File: src/rtl/spi_master_transmit_pkg.sv
// Shared constants, state type and frame packing for the SPI cursor transmitter.
package spi_tx_pkg;

    localparam int FRAME_BITS = 32;
    localparam int X_LSB      = 16;
    localparam int Y_LSB      = 0;
    localparam int COORD_W    = 10;

    typedef enum logic [1:0] {
        ST_IDLE  = 2'd0,
        ST_SHIFT = 2'd1,
        ST_GAP   = 2'd2,
        ST_SYNC  = 2'd3
    } state_e;

    function automatic logic [FRAME_BITS-1:0] frame_word(
        input logic [COORD_W-1:0] x,
        input logic [COORD_W-1:0] y
    );
        logic [FRAME_BITS-1:0] w;
        w = '0;
        w[X_LSB +: COORD_W] = x;
        w[Y_LSB +: COORD_W] = y;
        return w;
    endfunction

endpackage

File: src/rtl/spi_master_transmit_if.sv
// Valid/ready coordinate handshake between a producer and the SPI transmitter.
interface spi_master_transmit_if;
    import spi_tx_pkg::*;

    logic               valid;
    logic               ready;
    logic [COORD_W-1:0] x;
    logic [COORD_W-1:0] y;

    modport master (output valid, output x, output y, input ready);
    modport slave  (input valid, input x, input y, output ready);

endinterface

File: src/rtl/spi_master_transmit_clk_div.sv
// sck generator: CLK_DIV cycles low then CLK_DIV high, with one-cycle rise/fall strobes.
module spi_clk_div #(
    parameter int CLK_DIV = 4
) (
    input  logic clk,
    input  logic reset_n,
    input  logic i_en,
    output logic o_sck,
    output logic o_rise,
    output logic o_fall
);

    logic [7:0] r_cnt;
    logic       r_sck;
    logic       w_wrap;

    // Strobes mark the edge on which sck is about to toggle.
    assign w_wrap = i_en & (r_cnt == 8'(CLK_DIV - 1));
    assign o_rise = w_wrap & ~r_sck;
    assign o_fall = w_wrap & r_sck;
    assign o_sck  = r_sck;

    always_ff @(posedge clk or negedge reset_n) begin
        if (!reset_n) begin
            r_cnt <= '0;
            r_sck <= 1'b0;
        end else if (!i_en) begin
            r_cnt <= '0;
            r_sck <= 1'b0;
        end else if (w_wrap) begin
            r_cnt <= '0;
            r_sck <= ~r_sck;
        end else begin
            r_cnt <= r_cnt + 8'd1;
        end
    end

endmodule

File: src/rtl/spi_master_transmit.sv
// SPI transmitter for 32-bit {x,y} cursor frames, MSB first, idle-low sck.
// Define SPI_TX_SYNC_EN to send one all-zero alignment frame after reset.
module spi_master_transmit
    import spi_tx_pkg::*;
#(
    parameter int CLK_DIV = 4,
    parameter int GAP     = 8
) (
    input  logic                  clk,
    input  logic                  reset_n,
    spi_master_transmit_if.slave  bus,
    output logic                  sck,
    output logic                  sdo,
    output logic                  busy
);

    localparam logic [1:0] S_IDLE  = ST_IDLE;
    localparam logic [1:0] S_SHIFT = ST_SHIFT;
    localparam logic [1:0] S_GAP   = ST_GAP;
`ifdef SPI_TX_SYNC_EN
    localparam logic [1:0] S_SYNC  = ST_SYNC;
`endif

    logic [1:0]            r_state;
    logic [FRAME_BITS-1:0] r_shift;
    logic [4:0]            r_bit;
    logic                  r_last;
    logic [7:0]            r_gap;
    logic                  w_run;
    logic                  w_rise;
    logic                  w_fall;
    logic                  w_accept;

`ifdef SPI_TX_SYNC_EN
    logic r_pend;

    assign bus.ready = (r_state == S_IDLE) & ~r_pend;
    assign w_run     = (r_state == S_SHIFT) | (r_state == S_SYNC);

    always_ff @(posedge clk or negedge reset_n) begin
        if (!reset_n)
            r_pend <= 1'b1;
        else if (r_state == S_IDLE)
            r_pend <= 1'b0;
    end
`else
    assign bus.ready = (r_state == S_IDLE);
    assign w_run     = (r_state == S_SHIFT);
`endif

    assign w_accept = bus.valid & bus.ready;
    assign busy     = (r_state != S_IDLE);
    assign sdo      = w_run & r_shift[FRAME_BITS-1];

    spi_clk_div #(.CLK_DIV(CLK_DIV)) u_div (
        .clk     (clk),
        .reset_n (reset_n),
        .i_en    (w_run),
        .o_sck   (sck),
        .o_rise  (w_rise),
        .o_fall  (w_fall)
    );

    always_ff @(posedge clk or negedge reset_n) begin
        if (!reset_n) begin
            r_state <= S_IDLE;
            r_shift <= '0;
            r_bit   <= '0;
            r_last  <= 1'b0;
            r_gap   <= '0;
        end else begin
            unique case (r_state)
                S_IDLE: begin
`ifdef SPI_TX_SYNC_EN
                    if (r_pend) begin
                        r_state <= S_SYNC;
                        r_shift <= '0;
                        r_bit   <= '0;
                        r_last  <= 1'b0;
                    end else
`endif
                    if (w_accept) begin
                        r_state <= S_SHIFT;
                        r_shift <= frame_word(bus.x, bus.y);
                        r_bit   <= '0;
                        r_last  <= 1'b0;
                    end
                end
`ifdef SPI_TX_SYNC_EN
                S_SHIFT, S_SYNC: begin
`else
                S_SHIFT: begin
`endif
                    // Final bit is armed on the 32nd rise so the counter never wraps.
                    if (w_rise && r_bit == 5'd31)
                        r_last <= 1'b1;
                    if (w_fall) begin
                        r_shift <= {r_shift[FRAME_BITS-2:0], 1'b0};
                        if (r_last) begin
                            r_state <= S_GAP;
                            r_gap   <= '0;
                        end else begin
                            r_bit <= r_bit + 5'd1;
                        end
                    end
                end
                S_GAP: begin
                    if (r_gap == 8'(GAP - 1))
                        r_state <= S_IDLE;
                    else
                        r_gap <= r_gap + 8'd1;
                end
                default: r_state <= S_IDLE;
            endcase
        end
    end

endmodule

File: src/flat_wrapper.sv
// flat-port wrapper written by rule: the top's interface ports become plain ports
module spi_master_transmit_flat import spi_tx_pkg::*;
#(
    parameter int CLK_DIV = 4,
    parameter int GAP     = 8
)
  (clk, reset_n, sck, sdo, busy, bus_valid, bus_x, bus_y, bus_ready);
  spi_master_transmit_if bus_i ();
  input  logic clk;
  input  logic reset_n;
  output logic sck;
  output logic sdo;
  output logic busy;
  input wire logic [$bits(bus_i.valid)-1:0] bus_valid;
  input wire logic [$bits(bus_i.x)-1:0] bus_x;
  input wire logic [$bits(bus_i.y)-1:0] bus_y;
  output wire logic [$bits(bus_i.ready)-1:0] bus_ready;
  assign bus_i.valid = bus_valid;
  assign bus_i.x = bus_x;
  assign bus_i.y = bus_y;
  assign bus_ready = bus_i.ready;
  spi_master_transmit #(.CLK_DIV(CLK_DIV), .GAP(GAP)) u_core (.clk(clk), .reset_n(reset_n), .bus(bus_i), .sck(sck), .sdo(sdo), .busy(busy));
endmodule
File: config.mk
export PLATFORM = sky130hd
export DESIGN_NAME = spi_master_transmit_flat
export DESIGN_NICKNAME = d
export VERILOG_FILES = /design/src/rtl/spi_master_transmit_pkg.sv /design/src/rtl/spi_master_transmit_if.sv /design/src/rtl/spi_master_transmit_clk_div.sv /design/src/rtl/spi_master_transmit.sv /design/src/flat_wrapper.sv
export SDC_FILE = /design/constraint.sdc
export NUM_CORES = 1
export LEC_CHECK = 0
export ABC_CLOCK_PERIOD_IN_PS = 6600
export BUFFER_PORTS_ARGS = -buffer_cell sky130_fd_sc_hd__buf_2
export CAP_MARGIN = 40
export CORE_ASPECT_RATIO = 1.4
export CORE_MARGIN = 1.5
export CORE_UTILIZATION = 24
export CTS_BUF_LIST = sky130_fd_sc_hd__clkbuf_4 sky130_fd_sc_hd__clkbuf_8
export DETAILED_ROUTE_END_ITERATION = 12
export GPL_TIMING_DRIVEN = 1
export SLEW_MARGIN = 15
export SYNTH_ARGS = -nofsm -noshare
export SYNTH_HDL_FRONTEND = slang
export SYNTH_SLANG_ARGS = --single-unit
File: constraint.sdc
create_clock -name clk -period 6.6 [get_ports clk]
set_input_delay 1.32 -clock clk [delete_from_list [all_inputs] [get_ports clk]]
set_output_delay 1.32 -clock clk [all_outputs]
set_load 0.005 [all_outputs]
==> qor.yml <==
sta:
  fin_crit_ns: 3.001
  period_share: 0.4547
  setup_slack_ns: 3.599
  grt_setup_unrepaired: "false"
  tns_ns: 0
  slew_violations: 0
  max_freq_mhz: 333.2
  hold_viol_final: 0
  fin_hold_ws_ns: 0.4902
  clock-skew-final_ns: 0.006949
  worst_slew_pin_slew_ns: 0.8600
  relSlewSlack: 0.4266
  setup_viol: 0
synthesis:
  synth_compound_area_frac: 0.1454
  yosys.area.top_type: "dfrtp_1"
  yosysTopAreaCellShare: 0.5545
  synth_xor_area_frac: 0.04086
  yosys.area_share.simple: 0.1950
  ys_seq_elements: 57
  synth_fa_ha_area_frac: 0.01946
  synth.avg_cell_area_um2: 9.563
  syn_nets: 296
  syn_inst: 269
  synth_cell_type_count: 33
  synth_top_family_by_area: "simple AND/OR/NAND/NOR gates"
  ys_seq_area_frac: 0.5545
  synth_mux_area_frac: 0.003891
  synth_area_mm2: 0.002572
  synth_area_leaders: "dfrtp_1, nor2_1, o22ai_1"
  yosys_warnings: 0
cts:
  cts_hold_buf: 0
  tritoncts: "done"
  tritoncts.num_buffers: 9
  cts_setup_buffers: 0
  clock_latency_ns: 0.32
  root_buffer: "clkbuf_8"
  cts-htree-levels: 3
  cts.sinks: 57
  clk_pin_slew_worst_paths_ns: 0.06
  ctsResizeCount: 0
  clockBufferDepth: 2
place:
  place_hpwl_um: 3382
  pre_cts_ws_ns: 3.861
  place_congestion: 0.7581
  io_buffers: 26
grt:
  grt_max_degree: 72
  grt_pass1_vias: 1925
  met2_usage: 0.1504
  grt_busiest_layer: "met2"
  grtUsageMet1: 0.1263
  grt_overflow_total: 0
  use_met3: 0.03345
  grt_pass1_wl_um: 8935
  antenna_found_initial: 0
  gr-usage-all-layers: 0.09776
layout:
  diodes: 0
  final.fill_count: 1104
  final_cell_mix: "dfrtp_1, nor2_1, buf_2"
  finalNetCount: 320
  drive_above_1_share: 0.1644
  final_util: 0.2888
  layout_commonest_cell: "dfrtp_1"
  syn_to_final_growth_pct: 16.83
run:
  maxCapViolCount: 0
critical_path:
  arrival_ns: 1.68
  cp-start-kind: "flop"
  end_kind: "primary output"
  r2r_cells: 5
  critical_path_required_ns: 5.28
  cp_max_fo: 9
  critPathKind: "flop to primary output"
drt:
  vias: 1979
  wl_per_cell_um: 11.58
  ant_nets: 0
  drt_iter0_drc: 135
  drcViolationCount: 0
  drt_first_pass_iters: 4
  drt_wl_total_um: 5051
  post_drt_via_cell_ratio: 4.539
hold_path:
  min_path_type: "flop to flop"
  min_path_cells: 2
power:
  power_density_mw_per_mm2: 396.0
  peakVddDrop_mv: 0.09876
  p_leak_nw: 1.335
floorplan:
  io_pins: 27
  core_mm2: 0.01041
  initial_core_util: 0.2472
  rows: 44
  die_height_um: 125.5
  dieWidth_um: 90.50
  dieArea_mm2: 0.01136
status:
  status: "finished, final reports clean"
[layer usage]
| layer | vias to the layer above | share of wire | wire, um |
|---|---|---|---|
| met4 | 0 | 0.016 | 79 |
| li1 | 990 | - | - |
| met2 | 31 | 0.46 | 2342 |
| met1 | 948 | 0.47 | 2379 |
| met5 | - | 0 | 0 |
| met3 | 10 | 0.049 | 250 |
[sequential cells by signal (all words and copies together) (netlist names)]
name and count:
u_core.r_bit 5, u_core.u_div.o_sck 1, u_core.r_shift 32, u_core.u_div.r_cnt 8, u_core.r_gap 8, u_core.r_state 2, u_core.r_last 1
[path summary, 6_finish.rpt]
| kind | start | end | slack, ns |
|---|---|---|---|
| setup / recovery | u_core.r_state[0] | sdo | 3.60 |
| hold / removal | u_core.r_shift[0] | u_core.r_shift[0] | 0.49 |
| setup reg to reg | u_core.u_div.r_cnt[1] | u_core.r_bit[3] | 3.84 |
| hold reg to reg | u_core.r_shift[0] | u_core.r_shift[0] | 0.49 |
| max in group asynchronous | reset_n | u_core.r_gap[7] | 5.00 |
| min in group asynchronous | reset_n | u_core.r_shift[25] | 1.14 |
[per-stage QoR]
stage	cells	cell area [um2]	power, mW
final	436	3005	1.190
after global routing	436	3005	1.299
after CTS	436	3005	1.208
after detailed placement	420	2834	0.9202
after global placement	418	2815	0.8979
after floorplan	269	2572	0.8234
[power by group]
group	internal (mW)	switching, mW	total, mW
logic	0.148	0.179	0.327
registers	0.488	0.0937	0.581
clock network	0.152	0.130	0.282
total	0.787	0.403	1.19
[worst max-delay path, stage by stage, from the launching register on]
cell	delay, ns
dfrtp_1	0.42
nor2b_1	0.44
buf_4	0.25
and2_1	0.14
buf_2	0.11
[cell usage after synthesis]
cell type,count
nand2b_1,2
xor2_1,6
nor3_1,2
or4_4,1
or4bb_1,1
and3_1,4
nand3_1,20
inv_1,10
o22ai_1,20
a21oi_1,23
dfrtp_1,57
o211ai_1,3
o31ai_1,1
mux2i_1,1
nor4_1,2
or2_2,2
nand4_1,1
clkbuf_1,15
buf_6,1
nand4bb_1,1
ha_1,4
or4_1,1
nand3b_1,1
o41ai_1,1
or3_1,4
a32o_1,1
nor2b_1,2
and2_1,2
nand2_1,20
o21ai_0,17
or4b_4,1
nor2_1,36
xnor2_1,6
[area by class of cell]
type	instances	area [um2]	area share
repair buffers	29	156.4	0.05204
inverters	10	37.54	0.01249
clock inverters	3	17.52	0.005828
well taps	138	172.7	0.05745
clock buffers	13	153.9	0.05121
flip-flops and latches	57	1426	0.4746
multi-input cells	186	1041	0.3464
[cell families (layout without fill, tap and decap cells)]
group                      count (synthesis)  after routing
AOI/OAI and AO/OA                         66             66
xor gates and xnor gates                  12             12
and+or+nand+nor                          103            103
DFF                                       57             57
muxes                                      1              1
adders and majority gates                  4              4
buffers and inverters                     26             55
Note: power is estimated with default switching activity, not from simulation.
